`config.mk`:
```
export PLATFORM = sky130hd
export DESIGN_NAME = note_playback_sequencer
export DESIGN_NICKNAME = d
export VERILOG_FILES = /design/src/rtl/note_playback_sequencer.sv
export SDC_FILE = /design/constraint.sdc
export NUM_CORES = 1
export LEC_CHECK = 0
export ABC_CLOCK_PERIOD_IN_PS = 6880
export CORE_MARGIN = 2
export CORE_UTILIZATION = 35
export CTS_CLUSTER_DIAMETER = 50
export DETAILED_ROUTE_END_ITERATION = 16
export GPL_TIMING_DRIVEN = 0
export PLACE_DENSITY = 0.58
export SYNTH_ARGS = -nofsm -noshare
export SYNTH_HDL_FRONTEND = slang
export SYNTH_SLANG_ARGS = --single-unit
```
`constraint.sdc`:
```
create_clock -name clk_2 -period 6.88 [get_ports clk_2]
set_clock_uncertainty 0.2 [all_clocks]
set_input_delay 1.032 -clock clk_2 [delete_from_list [all_inputs] [get_ports clk_2]]
set_output_delay 1.032 -clock clk_2 [all_outputs]
set_load 0.02 [all_outputs]
```
`src/rtl/note_playback_sequencer.sv`:
```
// -----------------------------------------------------------------------------
// note_playback_sequencer
//
// Replays stored measures from the note memory at the selected tempo. Each
// 48-bit measure word holds eight eighth-note slots of NOTE_W bits each. One
// note code is presented per eighth, with a single-cycle strobe at the start
// of the eighth and a metronome click for the first CLICK_CYCLES cycles.
//
// Ports:
//   clk_2           in   system clock
//   rst_in          in   asynchronous active-high reset
//   play_in         in   level; high requests playback, low stops it
//   loop_in         in   sampled at the end of the last eighth; 1 = restart
//   bpm_in          in   tempo select (2'b10=120, 2'b01=80, else 60 bpm)
//   mem_addr_out    out  measure word address (spare read port)
//   mem_data_in     in   measure word; slot s = bits [s*NOTE_W +: NOTE_W]
//   note_out        out  current note code
//   note_valid_out  out  note_out MSB while playing (rests are 0)
//   note_strobe_out out  one-cycle pulse at the start of each eighth
//   eighth_idx_out  out  current eighth index
//   playing_out     out  high while playing
//   done_out        out  high once the last eighth has finished (no loop)
//   metronome_out   out  click pulse at the start of each eighth
//
// Read timing: data for an address driven at edge k is sampled by this block
// at edge k+RD_LATENCY.
// -----------------------------------------------------------------------------
module note_playback_sequencer #(
  parameter int MEAS_DEPTH   = 20,
  parameter int NOTE_W       = 6,
  parameter int RD_LATENCY   = 2,
  parameter int PERIOD_120   = 18562500,
  parameter int PERIOD_80    = 27843750,
  parameter int PERIOD_60    = 37125000,
  parameter int CLICK_CYCLES = 200000
) (
  input  logic                          clk_2,
  input  logic                          rst_in,
  input  logic                          play_in,
  input  logic                          loop_in,
  input  logic [1:0]                    bpm_in,
  output logic [$clog2(MEAS_DEPTH)-1:0] mem_addr_out,
  input  logic [8*NOTE_W-1:0]           mem_data_in,
  output logic [NOTE_W-1:0]             note_out,
  output logic                          note_valid_out,
  output logic                          note_strobe_out,
  output logic [7:0]                    eighth_idx_out,
  output logic                          playing_out,
  output logic                          done_out,
  output logic                          metronome_out
);

  localparam int ADDR_W = $clog2(MEAS_DEPTH);
  localparam int WORD_W = 8 * NOTE_W;
  localparam int LAT_W  = $clog2(RD_LATENCY + 1);

  localparam logic [31:0]       C_P120     = 32'(PERIOD_120);
  localparam logic [31:0]       C_P80      = 32'(PERIOD_80);
  localparam logic [31:0]       C_P60      = 32'(PERIOD_60);
  localparam logic [31:0]       C_CLICK    = 32'(CLICK_CYCLES);
  localparam logic [7:0]        C_LAST_IDX = 8'(8 * MEAS_DEPTH - 1);
  localparam logic [ADDR_W-1:0] C_ADDR_MAX = ADDR_W'(MEAS_DEPTH - 1);
  localparam logic [LAT_W-1:0]  C_LAT      = LAT_W'(RD_LATENCY);

  typedef enum logic [1:0] {
    S_IDLE  = 2'd0,
    S_FETCH = 2'd1,
    S_PLAY  = 2'd2,
    S_DONE  = 2'd3
  } state_t;

  // Eighth-note period in clk_2 cycles for a tempo select value.
  function automatic logic [31:0] period_sel(input logic [1:0] bpm);
    logic [31:0] p;
    case (bpm)
      2'b10:   p = C_P120;
      2'b01:   p = C_P80;
      default: p = C_P60;
    endcase
    return p;
  endfunction

  // Extract one note slot from a measure word.
  function automatic logic [NOTE_W-1:0] slot_of(input logic [WORD_W-1:0] w,
                                                input logic [2:0]        s);
    return w[s*NOTE_W +: NOTE_W];
  endfunction

  // Next word address with wrap at the end of the stored measures.
  function automatic logic [ADDR_W-1:0] addr_inc(input logic [ADDR_W-1:0] a);
    logic [ADDR_W-1:0] n;
    if (a == C_ADDR_MAX) begin
      n = '0;
    end else begin
      n = a + ADDR_W'(1);
    end
    return n;
  endfunction

  state_t              r_state;
  logic [ADDR_W-1:0]   r_addr;
  logic [WORD_W-1:0]   r_cur_word;
  logic [WORD_W-1:0]   r_next_word;
  logic [LAT_W-1:0]    r_rd_cnt;     // outstanding read: edges left until data
  logic [7:0]          r_idx;
  logic [31:0]         r_period;
  logic [31:0]         r_cnt;
  logic [NOTE_W-1:0]   r_note;
  logic                r_valid;
  logic                r_strobe;
  logic                r_playing;
  logic                r_done;
  logic                r_metro;

  state_t              w_state_n;
  logic [ADDR_W-1:0]   w_addr_n;
  logic [WORD_W-1:0]   w_cur_n;
  logic [WORD_W-1:0]   w_next_n;
  logic [LAT_W-1:0]    w_rd_cnt_n;
  logic [7:0]          w_idx_n;
  logic [31:0]         w_period_n;
  logic [31:0]         w_cnt_n;
  logic [NOTE_W-1:0]   w_note_n;
  logic                w_valid_n;
  logic                w_strobe_n;
  logic                w_clear;
  logic                w_rd_hit;
  logic [WORD_W-1:0]   w_word;
  logic [WORD_W-1:0]   w_fetched;

  // Next-state, datapath and output decode.
  always_comb begin
    w_state_n  = r_state;
    w_addr_n   = r_addr;
    w_cur_n    = r_cur_word;
    w_next_n   = r_next_word;
    w_idx_n    = r_idx;
    w_period_n = r_period;
    w_cnt_n    = r_cnt;
    w_note_n   = r_note;
    w_valid_n  = r_valid;
    w_strobe_n = 1'b0;
    w_clear    = 1'b0;
    w_word     = r_cur_word;

    // Read-latency countdown; the data is valid on the edge where it is 1.
    w_rd_hit = (r_rd_cnt == LAT_W'(1));
    if (r_rd_cnt != '0) begin
      w_rd_cnt_n = r_rd_cnt - LAT_W'(1);
    end else begin
      w_rd_cnt_n = r_rd_cnt;
    end

    // Prefetched word, bypassing the buffer if it lands on this very edge.
    if (w_rd_hit) begin
      w_fetched = mem_data_in;
    end else begin
      w_fetched = r_next_word;
    end

    case (r_state)
      S_IDLE: begin
        if (play_in) begin
          w_state_n  = S_FETCH;
          w_addr_n   = '0;
          w_idx_n    = 8'd0;
          w_rd_cnt_n = C_LAT;
        end else begin
          w_clear = 1'b1;
        end
      end

      S_FETCH: begin
        if (!play_in) begin
          w_clear = 1'b1;
        end else if (w_rd_hit) begin
          // First word arrives: start eighth 0 and prefetch word 1.
          w_state_n  = S_PLAY;
          w_cur_n    = mem_data_in;
          w_word     = mem_data_in;
          w_cnt_n    = 32'd0;
          w_period_n = period_sel(bpm_in);
          w_strobe_n = 1'b1;
          w_note_n   = slot_of(mem_data_in, 3'd0);
          w_valid_n  = w_note_n[NOTE_W-1];
          w_addr_n   = addr_inc(r_addr);
          w_rd_cnt_n = C_LAT;
        end else begin
          w_state_n = S_FETCH;
        end
      end

      S_PLAY: begin
        if (!play_in) begin
          // Stop has priority over a coincident eighth boundary.
          w_clear = 1'b1;
        end else begin
          if (w_rd_hit) begin
            w_next_n = mem_data_in;
          end else begin
            w_next_n = r_next_word;
          end

          if (r_cnt == r_period - 32'd1) begin
            if ((r_idx == C_LAST_IDX) && !loop_in) begin
              w_state_n = S_DONE;
              w_cnt_n   = 32'd0;
              w_note_n  = '0;
              w_valid_n = 1'b0;
            end else begin
              if (r_idx == C_LAST_IDX) begin
                w_idx_n = 8'd0;
              end else begin
                w_idx_n = r_idx + 8'd1;
              end
              w_cnt_n    = 32'd0;
              w_period_n = period_sel(bpm_in);
              w_strobe_n = 1'b1;
              if (r_idx[2:0] == 3'd7) begin
                // Crossing into a new measure: swap in the prefetched word
                // and request the one after it.
                w_word     = w_fetched;
                w_cur_n    = w_fetched;
                w_addr_n   = addr_inc(r_addr);
                w_rd_cnt_n = C_LAT;
              end else begin
                w_word = r_cur_word;
              end
              w_note_n  = slot_of(w_word, w_idx_n[2:0]);
              w_valid_n = w_note_n[NOTE_W-1];
            end
          end else begin
            w_cnt_n = r_cnt + 32'd1;
          end
        end
      end

      S_DONE: begin
        if (!play_in) begin
          w_clear = 1'b1;
        end else begin
          w_state_n = S_DONE;
        end
      end

      default: begin
        w_clear = 1'b1;
      end
    endcase

    // Return to IDLE with every buffer and output cleared.
    if (w_clear) begin
      w_state_n  = S_IDLE;
      w_addr_n   = '0;
      w_cur_n    = '0;
      w_next_n   = '0;
      w_rd_cnt_n = '0;
      w_idx_n    = 8'd0;
      w_period_n = 32'd0;
      w_cnt_n    = 32'd0;
      w_note_n   = '0;
      w_valid_n  = 1'b0;
      w_strobe_n = 1'b0;
    end else begin
      w_strobe_n = w_strobe_n;
    end
  end

  // State and datapath registers.
  always_ff @(posedge clk_2 or posedge rst_in) begin
    if (rst_in) begin
      r_state     <= S_IDLE;
      r_addr      <= '0;
      r_cur_word  <= '0;
      r_next_word <= '0;
      r_rd_cnt    <= '0;
      r_idx       <= 8'd0;
      r_period    <= 32'd0;
      r_cnt       <= 32'd0;
      r_note      <= '0;
      r_valid     <= 1'b0;
      r_strobe    <= 1'b0;
      r_playing   <= 1'b0;
      r_done      <= 1'b0;
      r_metro     <= 1'b0;
    end else begin
      r_state     <= w_state_n;
      r_addr      <= w_addr_n;
      r_cur_word  <= w_cur_n;
      r_next_word <= w_next_n;
      r_rd_cnt    <= w_rd_cnt_n;
      r_idx       <= w_idx_n;
      r_period    <= w_period_n;
      r_cnt       <= w_cnt_n;
      r_note      <= w_note_n;
      r_valid     <= w_valid_n;
      r_strobe    <= w_strobe_n;
      r_playing   <= (w_state_n == S_PLAY);
      r_done      <= (w_state_n == S_DONE);
      r_metro     <= (w_state_n == S_PLAY) && (w_cnt_n < C_CLICK);
    end
  end

  assign mem_addr_out    = r_addr;
  assign note_out        = r_note;
  assign note_valid_out  = r_valid;
  assign note_strobe_out = r_strobe;
  assign eighth_idx_out  = r_idx;
  assign playing_out     = r_playing;
  assign done_out        = r_done;
  assign metronome_out   = r_metro;

endmodule

```
==> summary.txt, run 1 <==
Status
  – Status: complete, no violations

Clocking
  – CTS root buf: clkbuf_16
  – CTS tree: yes
  – Cts repair resizes: 0
  – Setup Buffers After CTS: 0
  – Number of buffers created by CTS: 17
  – Skew-Pair Late Insertion Delay: 0.45 ns
  – Maximum root-to-sink buffer count: 2
  – Clk pin slew, worst setup/hold paths: 0.08 ns
  – Htree depth: 4
  – Hold_buf cts: 0
  – Clk sinks: 162

Synthesis
  – Area share of the largest cell type after synthesis: 0.411
  – Yosys cell types: 58
  – Ys flop type: dfrtp_1
  – Top cells by area, synth: dfrtp_1, nand2_1, o21ai_0
  – Largest area contributor in the netlist: dfrtp_1
  – Top post-synthesis cells by count: nand2_1, dfrtp_1, o21ai_0
  – Synth Instances: 1268
  – Count leader, synth: nand2_1
  – YS warnings: 0
  – Syn avg cell area: 7.79 um^2
  – Cell Area, Synth: 9870 um^2
  – Post-Syn Nets: 1338
  – Post-synthesis sequential area ratio: 0.411
  – Post-synth EDFFs: 0
  – Post-synth ARST share: 1.00
  – Seq cells post-synth: 162

Floorplanning
  – Die W: 172 um
  – Die area: 29600 um^2
  – Die Y: 172 um
  – I/O pins: 78
  – FP Rows: 61
  – Core area: 27800 um^2
  – Starting Density: 0.355

Setup path
  – CP Class: register to register
  – Crit-path max FO: 10
  – Crit path launch type: register
  – Setup crit end kind: register
  – CP arrival: 5.18 ns
  – Worst EP required: 7.03 ns

Layout
  – Nets: 1434
  – Share of cells above drive strength 1: 0.0407
  – Area growth from synthesis to layout: 18.9%
  – Util after Layout: 0.423
  – Final Non-Filler Cells: 1756
  – Multi-input gate area: 5350 um^2
  – Register area: 4050 um^2
  – Fill count: 2840

Detailed routing
  – Detail Route Antenna Nets: 0
  – Drt pass-1 iters: 7
  – DRC: 0
  – Via count: 9410
  – Drt wl/cell: 17.8 um
  – Post-Route WL: 31.2 mm
  – Initial drt markers: 740
  – Via-to-Cell Ratio: 5.36

Global routing
  – Largest net degree at the start of global routing: 109
  – Number of global-route vias before repair: 9099
  – Antenna violations before repair: 1
  – First-pass GRT wire length: 49.9 mm
  – Global route overflow: 0
  – GRT Util Overall: 0.218

Power and ir drop
  – P_leak: 4.65 nW
  – Final Total Pwr: 0.00233 W
  – Worst VDD drop: 0.161 mV
  – P per Cell Area: 199 nW/um^2

Placement
  – Routability cong.: 0.906
  – HPWL after DPL: 22.8 mm
  – Placed cells: 1723
  – IO Port Bufs: 76

STA
  – Hold slack final: 0.280 ns
  – Slew Limit Fails: 0
  – Worst-margin pin slew: 0.825 ns
  – Highest Clock Rate: 0.199 GHz
  – RSZ-0062 raised after global routing: no
  – Final period util: 0.730
  – Final setup vio count: 0
  – Final hold viol count: 0
  – Relative slew slack: 0.450
  – Final min period: 5.02 ns

Worst hold path
  – Hold/Removal Path Class: register to register

Job
  – Max-cap violation count: 0
==> layer usage <==
layer | up-vias | GRT usage | share of wire
met5 | - | 0 | 0
met4 | 0 | 0.0829 | 0.030
met3 | 55 | 0.0286 | 0.051
met2 | 288 | 0.370 | 0.48
met1 | 4526 | 0.283 | 0.43
li1 | 4541 | - | -
==> state kept, by name (all words and copies together), names as in the netlist <==
name             cells
r_cur_word          48
r_next_word         48
r_cnt               32
eighth_idx_out       8
r_period             7
note_out             6
mem_addr_out         5
r_rd_cnt             2
r_state              2
done_out             1
metronome_out        1
note_strobe_out      1
playing_out          1
==> cell usage in the layout (no fill, tap or decap), types with 3 or more instances in the layout <==
cell type and count:
dfrtp_1 162, inv_1 22, or2_2 3, nor3b_1 5, a21o_1 6, a21oi_1 68, nor2_1 82, clkbuf_1 72
or3_1 9, nor3_1 13, nand2_1 367, nand4_1 7, inv_8 4, clkinv_4 4, buf_2 7, xor2_1 14
nand3_1 42, buf_1 11, and2_1 8, inv_6 3, xnor2_1 22, ha_1 16, o21ai_1 4, and3_1 20
clkdlybuf4s50_1 76, a211oi_1 16, o31ai_1 6, o21ai_0 112, mux2i_1 50, nor2b_1 7, a22o_1 7, nand2b_1 5
a31oi_1 64, clkbuf_16 17
==> critical path, cell delays in order, from the launching register on <==
cell and delay, ns:
dfrtp_1 0.36, buf_2 0.19, inv_1 0.14, ha_1 0.36, ha_1 0.38, nor3b_1 0.43, a31oi_1 0.18, xnor2_1 0.16
a211oi_1 0.23, nand4_1 0.36, or3b_1 0.56, a211o_1 0.44, clkbuf_1 0.28, clkbuf_1 0.35, o21ai_0 0.30
==> logic make-up (layout without fill, tap and decap cells) <==
logic type,after synthesis,after routing,share of synthesized area
buf+inv,116,225,0.0473
compound gates,303,303,0.183
other cells,0,1,0
flops,162,162,0.411
xor+xnor,36,36,0.0319
mux,52,52,0.0530
simple gates,583,583,0.254
fa+ha+maj,16,16,0.0203
==> path summary, 6_finish.rpt <==
path | endpoint | cells past startpoint | slack, ns | startpoint
min in group asynchronous | r_period[23]$_DFFE_PP0P_ | 2 | 0.79 | rst_in
setup / recovery | r_cur_word[14]$_DFFE_PP0P_ | 14 | 1.86 | r_period[23]$_DFFE_PP0P_
hold reg to reg | r_cur_word[45]$_DFFE_PP0P_ | 2 | 0.28 | r_cur_word[45]$_DFFE_PP0P_
max in group asynchronous | r_next_word[4]$_DFFE_PP0P_ | 3 | 4.78 | rst_in
hold / removal | r_cur_word[45]$_DFFE_PP0P_ | 2 | 0.28 | r_cur_word[45]$_DFFE_PP0P_
setup reg to reg | r_cur_word[14]$_DFFE_PP0P_ | 14 | 1.86 | r_period[23]$_DFFE_PP0P_
==> power breakdown <==
| group | total (W) | internal [W] | switching, W |
|---|---|---|---|
| combinational | 0.000327 | 0.000127 | 0.000200 |
| sequential | 0.00101 | 0.000985 | 0.0000212 |
| clock | 0.00100 | 0.000548 | 0.000452 |
| total | 0.00233 | 0.00166 | 0.000674 |
==> through the flow <==
| step | setup slack, ns | cell area, um^2 | setup TNS, ns |
|---|---|---|---|
| after floorplan | 1.27 | 9870 | 0 |
| after global placement | -1.52 | 11100 | -244.04 |
| after detailed placement | 1.94 | 11100 | 0 |
| after CTS | 1.93 | 11700 | 0 |
| after global routing | 1.50 | 11700 | 0 |
| final | 1.86 | 11700 | 0 |
==> layout make-up <==
class                           instances  share of cell area
Sequential cell                       162               0.345
Timing Repair Buffer                   77              0.0671
Multi-Input combinational cell        990               0.456
Tap cell                              378              0.0403
Clock inverter                         14              0.0145
Antenna cell                            1            0.000213
Clock buffer                           18              0.0365
Buffer                                 93              0.0324
Inverter                               23             0.00799
Power figures use the tool's default switching activity.
==> run 2: changes to the inputs <==
Settings changed: ABC_CLOCK_PERIOD_IN_PS 6880 to 4100, PLACE_DENSITY 0.58 to 0.6.
Clock period 6.88 ns to 4.1 ns, I/O delays scaled along.
==> run 2 against run 1 <==
  * Die area unchanged
  * First-iteration DRC count up 9.2%
  * Largest power group is now clock
  * Count of clock-buffer cells in the layout down 1
==> summary.txt, run 2 (synthesized netlist as in run 1, its figures left out) <==
Status
  – Status: complete, no violations

Setup path
  – CP Class: register to register
  – CP max stage delay: 0.37 ns
  – Crit path max-delay family: compound AO/OA/AOI/OAI gates
  – CP arrival: 4.16 ns
  – Critical path buffers and inverters: 3
  – Crit-path max FO: 5
  – Crit-path slowest cell: dfrtp_1
  – Setup crit end kind: register
  – Reg2Reg Depth: 14
  – Crit path launch type: register
  – CP cell instances: buf_6 -> buf_8 -> xor2_2 -> or3_1 -> mux2_4 -> a2111oi_4 -> o2111ai_4 -> o2111ai_4 -> buf_6 -> o21ai_2 -> a21o_1 -> nand4b_1 -> a211o_1 -> a2111oi_4
  – Worst EP required: 4.23 ns
  – Critical Path Stages: 14

Layout
  – Most common library cell in the layout ignoring fill and taps: nand2_1
  – Largest regs: r_cur_word: 48 flops, r_next_word: 48 flops, r_cnt: 32 flops
  – Fill count: 2839
  – Post-route cell area: 12200 um^2
  – Share of cells above drive strength 1: 0.0679
  – Area growth from synthesis to layout: 23.2%
  – ANT cells: 0
  – Nets: 1457
  – Most frequent cells in the layout: nand2_1, dfrtp_1, o21ai_0
  – Final Non-Filler Cells: 1778

Clocking
  – Maximum root-to-sink buffer count: 2
  – Number of buffers created by CTS: 17
  – Clk sinks: 162
  – Clk pin slew, worst setup/hold paths: 0.07 ns
  – CTS root buf: clkbuf_16
  – Hold_buf cts: 0
  – Htree depth: 4
  – Skew-Pair Late Insertion Delay: 0.44 ns
  – CTS tree: yes

Global routing
  – Antenna violations before repair: 0
  – Largest net degree at the start of global routing: 40
  – GRT Util Overall: 0.217
  – Number of global-route vias before repair: 9101
  – Global route overflow: 0
  – First-pass GRT wire length: 49.8 mm

Floorplanning
  – FP Rows: 61
  – Core area: 27800 um^2
  – Die Y: 172 um
  – Die W: 172 um
  – I/O pins: 78
  – Die area: 29600 um^2
  – Starting Density: 0.355

Placement
  – Placed cells: 1726
  – Post-place setup slack: -0.815 ns
  – IO Port Bufs: 76
  – HPWL after DPL: 23.1 mm
  – Routability cong.: 0.891
  – Placement Cell Area: 11200 um^2

Power and ir drop
  – Sw power: 0.00113 W
  – Share of power burned in registers: 0.408
  – Internal: 0.00301 W
  – Gate power share: 0.147
  – Clock share of power: 0.446
  – P per Cell Area: 341 nW/um^2
  – Worst VDD drop: 0.269 mV
  – P_leak: 4.85 nW
  – Switching fraction of total power: 0.274

STA
  – Final hold viol count: 0
  – Setup TNS: 0 ns
  – Final period util: 0.982
  – Worst-margin pin slew: 0.828 ns
  – Highest Clock Rate: 0.248 GHz
  – RSZ-0062 raised after global routing: yes
  – Hold slack final: 0.284 ns
  – Relative slew slack: 0.446
  – PnR worst setup slack: 0.0750 ns
  – Final min period: 4.02 ns
  – Final setup vio count: 0
  – Slew Limit Fails: 0

Job
  – Max-cap violation count: 0

Worst hold path
  – Hold depth: 2
  – Hold/Removal Path Class: register to register

Detailed routing
  – DRC: 0
  – Via-to-Cell Ratio: 5.41
  – Initial drt markers: 808
  – Post-Route WL: 31.5 mm
  – Drt wl/cell: 17.7 um
  – Detail Route Antenna Nets: 0
  – Drt pass-1 iters: 7
  – Via count: 9613
==> run 2: area by class of cell <==
type,count,area (um^2),area share
plain buffers,91,394,0.0324
clock buffers,17,425,0.0350
clock inverters,15,239,0.0196
inverters,23,92.6,0.00761
multi-input cells,990,5460,0.449
flip-flops and latches,162,4050,0.333
well taps,378,473,0.0389
repair buffers,102,1030,0.0844
==> run 2: repair_timing <==
| item | in CTS | in global routing |
|---|---|---|
| buffers inserted | 3 | 18 |
| setup endpoints to repair | 89 | 44 |
| resized for setup | 13 | 21 |
| gates cloned | 0 | 1 |
| pin swaps | 3 | 14 |
==> run 2: final timing paths <==
kind,start,endpoint,slack [ns]
max,r_period[24]$_DFFE_PP0P_,metronome_out$_DFF_PP0_,0.08
min in group asynchronous,rst_in,eighth_idx_out[3]$_DFFE_PP0P_,0.42
max reg2reg,r_period[24]$_DFFE_PP0P_,metronome_out$_DFF_PP0_,0.08
min reg2reg,r_cur_word[36]$_DFFE_PP0P_,r_cur_word[36]$_DFFE_PP0P_,0.28
max in group asynchronous,rst_in,r_rd_cnt[0]$_DFF_PP0_,2.39
min,r_cur_word[36]$_DFFE_PP0P_,r_cur_word[36]$_DFFE_PP0P_,0.28
==> run 2: power by group through the flow <==
stage | clock network, W | logic (W) | registers (W)
2_1_floorplan | 0 | 0.000342 | 0.00172
3_3_place_gp | 0 | 0.000538 | 0.00172
3_5_place_dp | 0 | 0.000556 | 0.00172
4_1_cts | 0.00188 | 0.000572 | 0.00169
5_1_grt | 0.00194 | 0.000670 | 0.00169
6_report | 0.00185 | 0.000608 | 0.00169
==> run 2: through the flow <==
step / total power (W) / util
after floorplan: 0.00206 / -
after global placement: 0.00226 / 0.400
after detailed placement: 0.00227 / 0.403
after CTS: 0.00414 / 0.430
after global routing: 0.00430 / 0.438
final: 0.00414 / 0.438
==> run 2: layer usage <==
layer / vias to the layer above / global-route usage / wire, um
met5: - / 0 / 0
met1: 4628 / 0.282 / 13400
met3: 53 / 0.0339 / 1790
li1: 4607 / - / -
met2: 325 / 0.369 / 15400
met4: 0 / 0.0716 / 898
==> run 2: tightest hold or removal path, cell delays in order (launching register included) <==
cell     delay [ns]
dfrtp_1        0.34
nand2_1        0.05
o21ai_0        0.06
